File: src/rtl/fetch_ctrl_pkg.sv
// rtl/fetch_ctrl_pkg.sv - shared types and constants for the fetch stage
// Provides XLEN, the canonical NOP encoding and the fetch FSM state type.
package fetch_ctrl_pkg;

    localparam int XLEN = 32;

    // addi x0, x0, 0
    localparam logic [XLEN-1:0] NOP = 32'h0000_0013;

    typedef enum logic [1:0] {
        BOOT = 2'd0,
        RUN  = 2'd1,
        HOLD = 2'd2
    } fetch_state_e;

endpackage

File: src/rtl/fetch_skid.sv
// rtl/fetch_skid.sv - 1-entry pc/instruction holding register
// Ports:
//   clk, reset        clock, synchronous active-high reset
//   load_i            capture pc_i/instr_i and mark the entry valid
//   clear_i           drop the entry (wins over load_i)
//   pc_i, instr_i     entry to capture
//   valid_o, pc_o, instr_o  held entry
module fetch_skid
    import fetch_ctrl_pkg::*;
(
    input  logic            clk,
    input  logic            reset,
    input  logic            load_i,
    input  logic            clear_i,
    input  logic [XLEN-1:0] pc_i,
    input  logic [XLEN-1:0] instr_i,
    output logic            valid_o,
    output logic [XLEN-1:0] pc_o,
    output logic [XLEN-1:0] instr_o
);

    logic            valid_q;
    logic [XLEN-1:0] pc_q;
    logic [XLEN-1:0] instr_q;

    always_ff @(posedge clk) begin
        if (reset || clear_i) begin
            valid_q <= 1'b0;
        end else if (load_i) begin
            valid_q <= 1'b1;
        end
        if (reset) begin
            pc_q    <= '0;
            instr_q <= '0;
        end else if (load_i && !clear_i) begin
            pc_q    <= pc_i;
            instr_q <= instr_i;
        end
    end

    assign valid_o = valid_q;
    assign pc_o    = pc_q;
    assign instr_o = instr_q;

endmodule

File: src/rtl/fetch_ctrl.sv
// rtl/fetch_ctrl.sv - fetch-stage sequencer: PC, imem drive, skid, redirects
// Ports:
//   clk, reset                 clock, synchronous active-high reset
//   stall                      decode cannot take the current if_* output
//   redirect_valid/_pc         taken branch/jump and its target
//   imem_en/imem_addr          read request to the 1-cycle-latency imem
//   imem_rdata                 imem data for the previous cycle's request
//   if_valid/if_pc/if_instr    instruction presented to IF/ID
module fetch_ctrl
    import fetch_ctrl_pkg::*;
#(
    parameter logic [31:0] RESET_PC  = 32'h0000_0000,
    parameter int          IMEM_AW   = 9,
    parameter int          BOOT_WAIT = 2
) (
    input  logic               clk,
    input  logic               reset,
    input  logic               stall,
    input  logic               redirect_valid,
    input  logic [XLEN-1:0]    redirect_pc,
    output logic               imem_en,
    output logic [IMEM_AW-1:0] imem_addr,
    input  logic [XLEN-1:0]    imem_rdata,
    output logic               if_valid,
    output logic [XLEN-1:0]    if_pc,
    output logic [XLEN-1:0]    if_instr
);

    localparam int CW = $clog2(BOOT_WAIT + 2);

    fetch_state_e    state_q, state_d;
    logic [XLEN-1:0] fa_q, fa_d;
    logic            rv_q, rv_d;
    logic [XLEN-1:0] rpc_q, rpc_d;
    logic [CW-1:0]   boot_cnt_q, boot_cnt_d;

    logic            skid_v, skid_load, skid_clear;
    logic [XLEN-1:0] skid_pc, skid_instr;
    logic            en_c;
    logic            hold;
    logic            active;
    logic [XLEN-1:0] rd_pc;

    assign rd_pc = redirect_pc & 32'hFFFF_FFFC;

    // Reset gates the outputs so stale state never leaks out while reset is held.
    assign if_valid = ~reset & ~redirect_valid & (skid_v | rv_q);
    assign if_pc    = if_valid ? (skid_v ? skid_pc    : rpc_q)      : '0;
    assign if_instr = if_valid ? (skid_v ? skid_instr : imem_rdata) : '0;
    assign hold     = stall & if_valid & ~redirect_valid;

    assign imem_en   = en_c & ~reset;
    assign imem_addr = redirect_valid ? rd_pc[IMEM_AW+1:2] : fa_q[IMEM_AW+1:2];

    // The last boot cycle already fetches, so BOOT_WAIT=0 fetches right after reset release.
    assign active = (state_q != BOOT) || (boot_cnt_q == CW'(BOOT_WAIT));

    always_comb begin
        state_d    = state_q;
        fa_d       = fa_q;
        rv_d       = rv_q;
        rpc_d      = rpc_q;
        boot_cnt_d = boot_cnt_q;
        en_c       = 1'b0;
        skid_load  = 1'b0;
        skid_clear = 1'b0;
        if (!active) begin
            boot_cnt_d = boot_cnt_q + CW'(1);
            if (redirect_valid) begin
                fa_d = rd_pc;
            end
        end else if (redirect_valid) begin
            en_c       = 1'b1;
            rpc_d      = rd_pc;
            rv_d       = 1'b1;
            fa_d       = rd_pc + 32'd4;
            skid_clear = 1'b1;
            state_d    = RUN;
        end else if (hold) begin
            // Entering HOLD parks the live output; while in HOLD the skid already has it.
            skid_load = (state_q != HOLD);
            rv_d      = 1'b0;
            state_d   = HOLD;
        end else begin
            // In HOLD this is the cycle decode accepts the skid entry.
            en_c       = 1'b1;
            rpc_d      = fa_q;
            rv_d       = 1'b1;
            fa_d       = fa_q + 32'd4;
            skid_clear = 1'b1;
            state_d    = RUN;
        end
    end

    always_ff @(posedge clk) begin
        if (reset) begin
            state_q    <= BOOT;
            fa_q       <= RESET_PC;
            rv_q       <= 1'b0;
            rpc_q      <= '0;
            boot_cnt_q <= '0;
        end else begin
            state_q    <= state_d;
            fa_q       <= fa_d;
            rv_q       <= rv_d;
            rpc_q      <= rpc_d;
            boot_cnt_q <= boot_cnt_d;
        end
    end

    fetch_skid u_skid (
        .clk     (clk),
        .reset   (reset),
        .load_i  (skid_load),
        .clear_i (skid_clear),
        .pc_i    (rpc_q),
        .instr_i (imem_rdata),
        .valid_o (skid_v),
        .pc_o    (skid_pc),
        .instr_o (skid_instr)
    );

endmodule

File: config.mk
export PLATFORM = sky130hd
export DESIGN_NAME = fetch_ctrl
export DESIGN_NICKNAME = d
export VERILOG_FILES = /design/src/rtl/fetch_ctrl_pkg.sv /design/src/rtl/fetch_skid.sv /design/src/rtl/fetch_ctrl.sv
export SDC_FILE = /design/constraint.sdc
export NUM_CORES = 1
export LEC_CHECK = 0
export BUFFER_PORTS_ARGS = -buffer_cell sky130_fd_sc_hd__buf_4
export CAP_MARGIN = 20
export CORE_MARGIN = 2
export CORE_UTILIZATION = 45
export CTS_CLUSTER_SIZE = 20
export DETAILED_ROUTE_END_ITERATION = 8
export PLACE_DENSITY = 0.65
export SLEW_MARGIN = 20
export SYNTH_ARGS = -nofsm -noshare
export SYNTH_HDL_FRONTEND = slang
export SYNTH_HIERARCHICAL = 1
export SYNTH_SLANG_ARGS = --single-unit
File: constraint.sdc
create_clock -name clk -period 3.5 [get_ports clk]
set_clock_uncertainty 0.1 [all_clocks]
set_input_delay 0.35 -clock clk [delete_from_list [all_inputs] [get_ports clk]]
set_output_delay 0.35 -clock clk [all_outputs]
set_load 0.01 [all_outputs]
# After elaboration in Yosys (flattened, before gate mapping)
# Cells that the tools add are included.
# Widths: inputs -> output; s select.
[totals]
ff_bits = 134
input_bits = 68
[classes]
add_sub_neg = 3
eq_ne = 3
mux = 19
bitwise = 8
n_reduce_logical = 8
[op_table]
columns = ["cell", "count"]
rows = [
  ["$mux 32", 10],
  ["$add 32x3->32 const B", 2],
  ["$mux 9", 1],
  ["$mux 1", 6],
  ["$and 1x1->1", 5],
  ["$mux 2", 2],
  ["$ne 2x2->1 const B", 2],
  ["$reduce_and 2->1", 2],
  ["$reduce_bool 2->1", 2],
  ["$add 2x1->2 const B", 1],
  ["$eq 2x2->1 const B", 1],
  ["$logic_or 1x1->1", 2],
  ["$not 1->1", 2],
  ["$logic_and 1x1->1", 1],
  ["$logic_not 1->1", 1],
  ["$or 1x1->1", 1],
]

# Depth between registers and ports, before layout
[logic_depth]
word_depth = 10
mapped_depth = 12
ltp_nobuf = 9

# By module
# Netlist, hierarchy kept.
[modules_own_cells]
columns = ["module", "n_inst", "cells_each", "area_per_inst_um2"]
rows = [
  ["fetch_ctrl", 1, 610, 4813.4],
  ["fetch_skid", 1, 295, 2995.4],
]

# Least setup slack after synthesis
# Ideal clock, no wire load.
[synth_timing]
kind = "input -> register"
startpoint = "in redirect_valid"
endpoint = "reg fa_q[26]"
setup_time_ns = 0.114
t_arrival_ns = 2.637
required_ns = 3.286
setup_slack_ns = 0.649
path_stages = 12
path_buffers = 4
path_cell_list = "buf_6 buf_4 buf_4 buf_2 mux2_2 ha_1 inv_1 a21oi_2 nand4_1 a221oi_2 xor2_1 a2111oi_0"
[synth_between]
elab_chain_len = 7
[synth_lines]
columns = ["element", "line", "source"]
rows = [
  ["start, declared", "fetch_ctrl.sv:19", "input logic redirect_valid,"],
  ["$not 1->1", "fetch_ctrl.sv:47, fetch_ctrl.sv:50", ""],
  ["$and 1x1->1 (2 in series)", "fetch_ctrl.sv:47", "assign if_valid = ~reset & ~redirect_valid & (skid_v | rv_q);"],
  ["$and 1x1->1 (2 in series)", "fetch_ctrl.sv:50", "assign hold = stall & if_valid & ~redirect_valid;"],
  ["$ne 2x2->1 (no source line)", "n/a", ""],
  ["$reduce_and 2->1 (no source line)", "n/a", ""],
  ["end signal, assigned", "fetch_ctrl.sv:98", "fa_q <= RESET_PC;"],
  ["end signal, assigned", "fetch_ctrl.sv:104", "fa_q <= fa_d;"],
  ["end, declared", "fetch_ctrl.sv:32", "logic [XLEN-1:0] fa_q, fa_d;"],
]
# Parallel ways exist; a longest one is shown, timed or not.
# A chain may end at the register's enable or synchronous reset.

# Worst setup path in the final report
[layout_timing]
startpoint = "in redirect_valid"
endpoint = "out if_pc[14]"
[layout_between]
elab_chain_len = 4
[layout_lines]
columns = ["element", "line", "source"]
rows = [
  ["$not 1->1", "fetch_ctrl.sv:47", ""],
  ["$and 1x1->1 (2 in series)", "fetch_ctrl.sv:47", ""],
  ["$mux 32", "fetch_ctrl.sv:48", "assign if_pc = if_valid ? (skid_v ? skid_pc : rpc_q) : '0;"],
  ["end, declared", "fetch_ctrl.sv:25", "output logic [XLEN-1:0] if_pc,"],
]
# Every way passes these cells.

==> results.json <==
{
  "status": "finished clean",
  "yosys-top-cells-area": "dfxtp_1 (33%), mux2i_1 (10%), nand4bb_1 (9.2%)",
  "synthXorXnorAreaFrac": 0.03253,
  "routed_via_density": 5.635,
  "ys_async_sr_fraction": 0,
  "reg2reg_depth": 9,
  "yosysTopAreaCell": "dfxtp_1",
  "wl_per_cell_um": 16.84,
  "holdWs_ps": 106.1,
  "leakagePower_nw": 3.565,
  "critPathSlowestCell": "nor2_1",
  "min_period_ps": 2601,
  "synthFlopType": "dfxtp_1",
  "htree_levels": 4,
  "grt_pass1_wl_um": 33360,
  "dp_slack_ps": 567.5,
  "overflow": 0,
  "clock-sinks": 130,
  "drtAntennaViolNets": 0,
  "synth_edf_count": 0,
  "synth_top_family_by_area": "simple AND/OR/NAND/NOR gates",
  "switching_share": 0.3334,
  "crit_path_end_kind": "output pin",
  "place.gp.congestion": 0.8149,
  "grt_max_degree": 87,
  "regToRegStartpoint": "boot_cnt_q[0]$_SDFFE_PP0P_",
  "port_buffers": 140,
  "comb_power_share": 0.306,
  "clock_power_share": 0.350,
  "syn_to_final_growth_pct": 22.19,
  "wirelength_um": 20890,
  "cts_tree": "built",
  "path_max_fanout": 55,
  "nFillCells": 1563,
  "remaining_drc_errors": 0,
  "grt_usage": 0.2276,
  "critPathLaunchType": "input port",
  "crit_chain": "buf_4 > nor2_1 > nand2_2 > buf_12 > nor2_1 > buf_4",
  "rows": 48,
  "cts_buffers": 17,
  "ys_seq_area_frac": 0.3333,
  "synth_mux_area_frac": 0.1154,
  "r2r-end": "fa_q[24]$_SDFFE_PP0P_",
  "cts_hold_buf": 0,
  "ctsRootBufferMaster": "clkbuf_16",
  "die-area_sq_um": 18420,
  "synth.cell_area_sq_um": 7809,
  "clk-insertion-delay-late_ps": 420,
  "clk_pin_slew_ps": 60,
  "hold_viol": 0,
  "clock_path_buffers": 2,
  "required_ps": 3050,
  "hp-start": "redirect_pc[3]",
  "irDropWorstVdd_mv": 0.3955,
  "yosys_warnings": 6,
  "synth_cells": 905,
  "drive_above_1_share": 0.2236,
  "n_antenna_cell": 0,
  "cellPowerDensity_nw_per_um2": 594.0,
  "setup_slack_ps": 898.6,
  "maxSlewHeadroom": 0.4514,
  "hpwl_um": 13350,
  "drv_slew": 0,
  "tightestPinTransition_ps": 822.8,
  "holdPathStages": 3,
  "p_int_mw": 3.778,
  "antenna_found_initial": 0,
  "start_util": 0.4562,
  "grt_pass1_vias": 6346,
  "post_cts_resized": 0,
  "rsz0062_at_grt": "no",
  "hold_end": "fa_q[3]$_SDFFE_PP0P_",
  "drt-pass1-iter-count": 6,
  "r2r_setup_slack_ps": 910,
  "synth-simple-area-share": 0.3128,
  "post-synth-top-area-fraction": 0.3333,
  "ys_ff_latch": 130,
  "drt_iter0_markers": 551,
  "yosysUniqueCellTypes": 66,
  "die_w_um": 135.7,
  "critPathMaxStageDelay_ps": 450,
  "vias": 6987,
  "yosys.area_share.adder": 0.003205,
  "criticalPathCategory": "input port to output pin",
  "fin_tns_setup_ps": 0,
  "cap_violations": 0,
  "die_h_um": 135.7,
  "avgSynthCellArea_sq_um": 8.628,
  "core_sq_um": 17120,
  "min_path_type": "input port to flop",
  "cp_data_arrival_time_ps": 2150,
  "utilization": 0.5575,
  "crit_start": "redirect_valid",
  "post_cts_buffers": 0,
  "max_clock_freq_mhz": 384.4,
  "seq_power_share": 0.344,
  "nets": 1072,
  "layout_worst_path_cycle_share": 0.7432,
  "finalSetupViolCount": 0,
  "io-pin-count": 143,
  "synth_compound_area_frac": 0.1384,
  "p_sw_mw": 1.889
}
[cells by family after synthesis]
family          count (synthesis)
simple gates                  399
compound gates                164
flops                         130
buf+inv                        91
mux                            89
xor+xnor                       29
fa+ha+maj                       2
other cells                     1
[power groups by stage]
stage	Sequential (mW)	Clock (mW)	Combinational [mW]
floorplan	1.92	0	1.28
global placement	1.97	0	1.72
detailed placement	1.98	0	1.73
CTS	1.94	2.02	1.74
global route	1.98	2.09	1.92
finish	1.95	1.98	1.74
[cells in the mapped netlist, types with 2 or more instances]
cell type  instances
nand4_1           10
buf_4              3
nand3b_4           3
a311oi_1           3
mux2_2             8
a21o_2             2
nand2b_1          65
nand3_1           21
buf_6             12
o21ai_2            2
or3_1             11
nand4b_1           4
clkbuf_1          24
a221oi_1           4
a2111oi_0          4
o21a_1             2
nand2_1           35
a31oi_1            5
xor2_1            13
nor3_1            22
o211a_1            2
o21ai_0            9
and3_1             4
a221oi_2           2
nor4_1             2
inv_1             11
a211oi_1          31
nand3b_1           7
a21oi_1           19
nor2_1           139
mux2i_1           81
dfxtp_1          130
buf_1              8
o21ai_1           63
buf_2             32
nand4bb_1         64
o221ai_1           2
a22oi_2            2
xnor2_1           16
ha_1               2
[per-stage QoR]
step / area (sq um) / power, mW / instances
after global placement: 8853 / 3.686 / 1207
after CTS: 9514 / 5.705 / 1239
after global routing: 9542 / 5.984 / 1240
after floorplan: 7812 / 3.203 / 906
final: 9542 / 5.667 / 1240
after detailed placement: 8853 / 3.706 / 1207
[cell usage in the layout, fill, tap and decap left out, types with 7 or more instances in the layout]
cell type and n:
a211oi_1 31, a21oi_1 19, buf_4 154, clkbuf_16 17, dfxtp_1 129, inv_1 10
mux2_2 8, mux2i_1 81, nand2_1 34, nand2b_1 65, nand3_1 21, nand3b_1 7
nand4_1 10, nand4bb_1 64, nor2_1 139, nor3_1 22, o21ai_0 9, o21ai_1 63
or3_1 11, xnor2_1 16, xor2_1 13
[routing by layer]
metal	vias up	wire, um	GRT usage
met5	-	0	0
met4	0	202	0.05556
met3	16	1162	0.05013
met2	196	9106	0.3381
met1	3316	10420	0.3338
li1	3459	-	-
[worst max path at each step]
stage	end	cells past startpoint
floorplan	fa_q[26]$_SDFFE_PP0P_	12
global placement	fa_q[26]$_SDFFE_PP0P_	9
detailed placement	fa_q[26]$_SDFFE_PP0P_	9
CTS	if_pc[7]	4
global route	if_pc[14]	6
finish	if_pc[14]	6
[worst max-delay path, delay by kind of cell]
family,cells,cell delay (ps)
buf+inv,3,740
simple gates,3,1010
[final cells by class]
cell class | count | area [sq um] | share of cell area
multi-input combinational | 685 | 4727 | 0.4954
sequential | 130 | 2606 | 0.2731
timing repair buffer | 157 | 1224 | 0.1282
clock buffer | 19 | 452.9 | 0.04747
tap | 225 | 281.5 | 0.02950
clock inverter | 13 | 207.7 | 0.02177
inverter | 11 | 42.54 | 0.004458
[sequential cells by signal, summed over array words and instances (netlist names)]
name            count
u_skid/instr_o     32
boot_cnt_q          2
rv_q                1
rpc_q              30
fa_q               30
state_q             2
u_skid/pc_o        32
u_skid/valid_o      1
No activity file was read; power rests on OpenSTA's default activity.
